<file path="src/rtl/trace_request_sequencer.sv">
// Trace-to-data-cache request sequencer: issues one cache request per legal trace
// record, samples the cache result and forwards any resulting L2 bus message.
module trace_request_sequencer #(
  parameter int TAG_W         = 12,
  parameter int INDEX_W       = 14,
  parameter int OFFSET_W      = 6,
  parameter int SETTLE_CYCLES = 1
) (
  input  logic                clk,
  input  logic                rst,
  input  logic                trace_valid,
  output logic                trace_ready,
  input  logic [3:0]          trace_cmd,
  input  logic [31:0]         trace_addr,
  output logic [3:0]          instruction,
  output logic [INDEX_W-1:0]  index,
  output logic [TAG_W-1:0]    tag,
  output logic [OFFSET_W-1:0] byte_offset,
  output logic [31:0]         iteration,
  input  logic                hit_miss,
  input  logic [1:0]          MESI_MRU,
  output logic                l2_valid,
  input  logic                l2_ready,
  output logic [1:0]          l2_op,
  output logic [31:0]         l2_addr,
  output logic [31:0]         req_count,
  output logic [31:0]         miss_count,
  output logic [31:0]         err_count,
  output logic [2:0]          dbg_state
);

  // Handshakes: a transfer happens on a rising edge where valid and ready are both 1;
  // the producer holds its payload stable while valid is high and ready is low.
  typedef enum logic [2:0] {IDLE, ISSUE, SETTLE, RESP, EMIT} state_t;

  localparam logic [15:0] SETTLE_LAST = 16'(SETTLE_CYCLES - 1);

  state_t                state_q, state_d;
  logic [3:0]            cmd_q, cmd_d;
  logic [31:0]           addr_q, addr_d;
  logic [15:0]           cnt_q, cnt_d;
  logic [3:0]            instruction_q, instruction_d;
  logic [INDEX_W-1:0]    index_q, index_d;
  logic [TAG_W-1:0]      tag_q, tag_d;
  logic [OFFSET_W-1:0]   byte_offset_q, byte_offset_d;
  logic [31:0]           iteration_q, iteration_d;
  logic                  l2_valid_q, l2_valid_d;
  logic [1:0]            l2_op_q, l2_op_d;
  logic [31:0]           l2_addr_q, l2_addr_d;
  logic [31:0]           req_count_q, req_count_d;
  logic [31:0]           miss_count_q, miss_count_d;
  logic [31:0]           err_count_q, err_count_d;
  logic [1:0]            resp_op;
  logic                  cmd_legal;

  always_comb begin
    case (trace_cmd)
      4'd0, 4'd1, 4'd3, 4'd4, 4'd8, 4'd9: cmd_legal = 1'b1;
      default:                             cmd_legal = 1'b0;
    endcase
  end

  always_comb begin
    state_d       = state_q;
    cmd_d         = cmd_q;
    addr_d        = addr_q;
    cnt_d         = cnt_q;
    instruction_d = instruction_q;
    index_d       = index_q;
    tag_d         = tag_q;
    byte_offset_d = byte_offset_q;
    iteration_d   = iteration_q;
    l2_valid_d    = l2_valid_q;
    l2_op_d       = l2_op_q;
    l2_addr_d     = l2_addr_q;
    req_count_d   = req_count_q;
    miss_count_d  = miss_count_q;
    err_count_d   = err_count_q;
    resp_op       = 2'd0;
    trace_ready   = (state_q == IDLE);

    case (state_q)
      IDLE: begin
        if (trace_valid) begin
          if (cmd_legal) begin
            cmd_d   = trace_cmd;
            addr_d  = trace_addr;
            state_d = ISSUE;
          end else begin
            err_count_d = err_count_q + 32'd1;
          end
        end
      end
      ISSUE: begin
        // The only place the cache-facing outputs change: one event per request.
        instruction_d = cmd_q;
        index_d       = addr_q[OFFSET_W +: INDEX_W];
        tag_d         = addr_q[OFFSET_W + INDEX_W +: TAG_W];
        byte_offset_d = addr_q[OFFSET_W-1:0];
        iteration_d   = iteration_q + 32'd1;
        req_count_d   = req_count_q + 32'd1;
        cnt_d         = 16'd0;
        state_d       = SETTLE;
      end
      SETTLE: begin
        if (cnt_q == SETTLE_LAST) state_d = RESP;
        else                      cnt_d   = cnt_q + 16'd1;
      end
      RESP: begin
        // A post-access I state on a cmd 4 hit means the line was M and got snooped out.
        if (cmd_q == 4'd0 && !hit_miss)                          resp_op = 2'd1;
        else if (cmd_q == 4'd1 && !hit_miss)                     resp_op = 2'd2;
        else if (cmd_q == 4'd4 && hit_miss && MESI_MRU == 2'd0)  resp_op = 2'd3;
        if ((cmd_q == 4'd0 || cmd_q == 4'd1) && !hit_miss)
          miss_count_d = miss_count_q + 32'd1;
        if (resp_op != 2'd0) begin
          l2_valid_d = 1'b1;
          l2_op_d    = resp_op;
          l2_addr_d  = {addr_q[31:OFFSET_W], {OFFSET_W{1'b0}}};
          state_d    = EMIT;
        end else begin
          state_d = IDLE;
        end
      end
      EMIT: begin
        if (l2_ready) begin
          l2_valid_d = 1'b0;
          state_d    = IDLE;
        end
      end
      default: state_d = IDLE;
    endcase
  end

  always_ff @(posedge clk) begin
    if (rst) begin
      state_q       <= IDLE;
      cmd_q         <= 4'd0;
      addr_q        <= 32'd0;
      cnt_q         <= 16'd0;
      instruction_q <= 4'hF;
      index_q       <= '0;
      tag_q         <= '0;
      byte_offset_q <= '0;
      iteration_q   <= 32'd0;
      l2_valid_q    <= 1'b0;
      l2_op_q       <= 2'd0;
      l2_addr_q     <= 32'd0;
      req_count_q   <= 32'd0;
      miss_count_q  <= 32'd0;
      err_count_q   <= 32'd0;
    end else begin
      state_q       <= state_d;
      cmd_q         <= cmd_d;
      addr_q        <= addr_d;
      cnt_q         <= cnt_d;
      instruction_q <= instruction_d;
      index_q       <= index_d;
      tag_q         <= tag_d;
      byte_offset_q <= byte_offset_d;
      iteration_q   <= iteration_d;
      l2_valid_q    <= l2_valid_d;
      l2_op_q       <= l2_op_d;
      l2_addr_q     <= l2_addr_d;
      req_count_q   <= req_count_d;
      miss_count_q  <= miss_count_d;
      err_count_q   <= err_count_d;
    end
  end

  assign instruction = instruction_q;
  assign index       = index_q;
  assign tag         = tag_q;
  assign byte_offset = byte_offset_q;
  assign iteration   = iteration_q;
  assign l2_valid    = l2_valid_q;
  assign l2_op       = l2_op_q;
  assign l2_addr     = l2_addr_q;
  assign req_count   = req_count_q;
  assign miss_count  = miss_count_q;
  assign err_count   = err_count_q;
  assign dbg_state   = state_q;

endmodule

</file>
<file path="config.mk">
export PLATFORM = sky130hd
export DESIGN_NAME = trace_request_sequencer
export DESIGN_NICKNAME = d
export VERILOG_FILES = /design/src/rtl/trace_request_sequencer.sv
export SDC_FILE = /design/constraint.sdc
export NUM_CORES = 1
export LEC_CHECK = 0
export ABC_AREA = 1
export BUFFER_PORTS_ARGS = -buffer_cell sky130_fd_sc_hd__buf_4
export CORE_ASPECT_RATIO = 0.7
export CORE_MARGIN = 2
export CORE_UTILIZATION = 30
export CTS_CLUSTER_DIAMETER = 40
export CTS_CLUSTER_SIZE = 25
export DETAILED_ROUTE_END_ITERATION = 10
export SYNTH_ARGS = -nofsm -noshare
export SYNTH_HDL_FRONTEND = slang
export SYNTH_SLANG_ARGS = --single-unit
export TNS_END_PERCENT = 30
</file>
<file path="constraint.sdc">
create_clock -name clk -period 2.5 [get_ports clk]
set_input_delay 0.5 -clock clk [delete_from_list [all_inputs] [get_ports clk]]
set_output_delay 0.5 -clock clk [all_outputs]
set_load 0.01 [all_outputs]
</file>
==> flow_summary_export.csv <==
group,metric,value,unit
global_routing,grt_first_pass_wirelength,61800,um
global_routing,antenna_found_initial,2,
power,p_int,8090,uW
timing,clock_skew,0.0369,ns
global_routing,grt_use_total,18.5,%
power,p_clk_share,55.3,%
timing,layout_setup_ws,0.368,ns
routing,vias,12535,
place,gp_routability_congestion,0.956,
hold_path,hold_path.startpoint,"trace_addr[31]",
clocking,post_cts_hold_buffer_count,0,
setup_path,crit_chain,"nand2_1, nor2_1, nand3_2, nand2_2, buf_4, nand2_1, a21oi_1",
place,placed_cells,2532,
timing,slew_violations,0,
status,run_status,"completed",
timing,grt_setup_unrepaired,"no",
hold_path,whs_endpoint,"addr_q[31]",
hold_path,min_path_type,"input port to flop",
setup_path,arrival,2.58,ns
power,power.switching_fraction,25.9,%
setup_path,rr_startpoint,"dbg_state[0]",
setup_path,criticalPathCategory,"flop to flop",
logic_synthesis,ys.warnings.count,0,
power,seq_power_share,38.0,%
setup_path,rr_worst_depth,7,
clocking,clkSinkCount,248,
routing,wl,39700,um
final_layout,final_layout_size_suffix_gt1_share,17.0,%
clocking,worstSkewPairLatency,0.56,ns
place,placement.setup.worst_slack,0.428,ns
routing,final_antenna_net_count,0,
setup_path,crit_top_cell,"nand2_1",
power,leak_pwr,0.00628,uW
floorplan,fp.coreArea,38700,um^2
routing,post_dr_vias_cell,4.80,
timing,fmax,469,MHz
power,worst_ir_drop_vdd,447,uV
clocking,tritoncts,"yes",
final_layout,highest_count_cells_in_the_layout_ignoring_fill_and_taps,"500 x nand2_1, 330 x nor2_1, 254 x buf_4",
final_layout,final_cell_count_no_fill,2609,
timing,final_period_minus_worst_setup_slack,2.13,ns
logic_synthesis,post_synth_main_area_contributors,"dfxtp_1 42%, nand2_1 16%, nor2_1 10%",
clocking,ctsHtreeMaxLevel,2,
timing,fin_hold_viols,0,
logic_synthesis,synth_seq_area_share,41.8,%
power,power.share.combinational,6.6,%
logic_synthesis,postSynthAreaPerCell,6.56,um^2
setup_path,maximum_cell_stage_delay_along_the_critical_path,0.53,ns
clocking,cts-root-to-sink-buffers,3,
timing,setup_total_negative_slack,0,ns
final_layout,area_growth_syn_to_layout,31.8,%
logic_synthesis,synth.lib_cells_used.distinct,38,
timing,transition_time_at_the_pin_with_the_least_slew_margin,0.792,ns
logic_synthesis,synth_largest_area_cell,"dfxtp_1",
final_layout,num-fill-cells,4092,
setup_path,worst_path_max_delay_cell,"dfxtp_1",
setup_path,setup.worst_path.end_class,"flop",
final_layout,finalNetCount,2097,
power,power_switching,2820,uW
floorplan,boundaryPins,246,
floorplan,die_w,242,um
floorplan,start_util,30.7,%
logic_synthesis,postSynthRegisterBits,248,
hold_path,timing.hold.worst_path_depth,3,
timing,period_share,85.3,%
logic_synthesis,mappedNetlistArea,11900,um^2
setup_path,setup.reg_to_reg.worst_slack,0.37,ns
setup_path,cp_max_fo,25,
logic_synthesis,syn_inst,1811,
routing,detail_route.first_pass.iterations,5,
logic_synthesis,synth_top_cell_area_share,41.8,%
power,power.density_cell_area,697,nW/um^2
routing,post_drt_wl_per_cell,15.2,um
timing,slew_headroom,47.1,%
job,max_cap_viol_count,0,
setup_path,reg2reg_to,"l2_addr[10]",
setup_path,crit_path_start_kind,"flop",
clocking,cts_made_buffers,41,
final_layout,most_common_library_cell_in_the_layout_ignoring_fill_and_taps,"nand2_1",
floorplan,die-area,41200,um^2
clocking,cts.clk_slew.worst_paths,0.05,ns
floorplan,die_height,171,um
floorplan,rows,60,
global_routing,grt_pass1_vias,11398,
setup_path,critPathBufInv,1,
clocking,cts_post_setup_buffers_inserted,0,
place,dp_hpwl,28200,um
clocking,cts-resized-gates,0,
routing,drt_drc_violations_left,0,
setup_path,crit_family,"simple AND/OR/NAND/NOR gates",
setup_path,cp_data_required_time,2.95,ns
global_routing,grt_max_degree,74,
timing,final_count_of_negative_setup_slack_endpoints,0,
place,port-buffer-count,239,
global_routing,grt_overflow,0,
routing,detailedRoute.firstIterationViolations,803,
clocking,clock_tree.root_cell,"clkbuf_16",
synth_stat cells (all sizes together):
| library cell | number |
|---|---|
| a211oi | 2 |
| a21oi | 138 |
| a31oi | 1 |
| and2 | 3 |
| and3 | 2 |
| buf | 40 |
| clkbuf | 27 |
| conb | 1 |
| dfxtp | 248 |
| ha | 6 |
| inv | 161 |
| nand2 | 503 |
| nand3 | 143 |
| nand3b | 4 |
| nand4 | 42 |
| nor2 | 341 |
| nor3 | 31 |
| nor3b | 10 |
| nor4 | 3 |
| o211ai | 3 |
| o21a | 5 |
| o21ai | 76 |
| or2 | 2 |
| xnor2 | 4 |
| xor2 | 15 |
worst min-delay path, delay by kind of cell:
| family | cells | cell delay, ns |
|---|---|---|
| buffers and inverters | 1 | 0.08 |
| AND/OR/NAND/NOR | 2 | 0.11 |
cell families (layout without fill, tap and decap cells):
kind of cell	count (synthesis)	in the layout	share of synthesized area, %
and+or+nand+nor	1084	1084	38.5
DFF	248	248	41.8
buffers and inverters	228	492	7.89
AOI/OAI and AO/OA	225	225	9.73
xor gates and xnor gates	19	19	1.40
adders and majority gates	6	6	0.632
other	1	8	0.0316
power by group through the flow:
| stage | Combinational [uW] | Clock (uW) | Sequential (uW) |
|---|---|---|---|
| final | 724 | 6040 | 4150 |
| after global routing | 798 | 6360 | 4160 |
| after CTS | 732 | 6180 | 4150 |
| after detailed placement | 729 | 0 | 4230 |
| after global placement | 722 | 0 | 4230 |
| after floorplan | 414 | 0 | 4220 |
cell type report:
cell class                 instances  area (um^2)  share of cell area (%)
inverter                         161          606                    3.87
clock buffer                      46         1060                    6.80
antenna                            2         5.00                  0.0320
tap                              527          659                    4.21
clock inverter                    29          417                    2.66
sequential                       248         4960                    31.7
multi-input combinational       1340         6000                    38.3
timing repair buffer             256         1950                    12.4
through the flow:
step	util, %	area (um^2)	hold slack, ns	total power, uW
detailed placement	36.6	14200	0.451	4960
global route	40.4	15700	0.160	11300
CTS	40.4	15700	0.137	11100
global placement	36.6	14200	0.446	4950
floorplan	-	11900	0.438	4640
finish	40.4	15700	0.163	10900
worst max path at each step:
| stage | start | endpoint | slack, ns | cells past startpoint |
|---|---|---|---|---|
| after floorplan | miss_count[0] | miss_count[30] | 0.91 | 8 |
| after global placement | trace_cmd[3] | cmd_q[0] | 0.49 | 7 |
| after detailed placement | dbg_state[0] | l2_addr[23] | 0.43 | 7 |
| after CTS | dbg_state[0] | l2_addr[10] | 0.40 | 7 |
| after global routing | dbg_state[0] | l2_addr[10] | 0.18 | 7 |
| final | dbg_state[0] | l2_addr[10] | 0.37 | 7 |
per-layer routing:
| layer | global-route usage (%) | up-vias | share of wire [%] | routed length, um |
|---|---|---|---|---|
| li1 | - | 6310 | - | - |
| met1 | 26.4 | 5778 | 49 | 19300 |
| met2 | 27.3 | 381 | 42 | 16500 |
| met3 | 4.72 | 66 | 7.4 | 2940 |
| met4 | 5.50 | 0 | 2.3 | 910 |
| met5 | 0 | - | 0 | 0 |
sequential cells by signal, indices dropped and copies added, names as in the netlist:
name,cells
addr_q,32
byte_offset,6
cmd_q,4
cnt_q,16
dbg_state,3
err_count,32
index,14
instruction,4
iteration,32
l2_addr,26
l2_op,2
l2_valid,1
miss_count,32
req_count,32
tag,12
(Power assumes the default switching activity.)
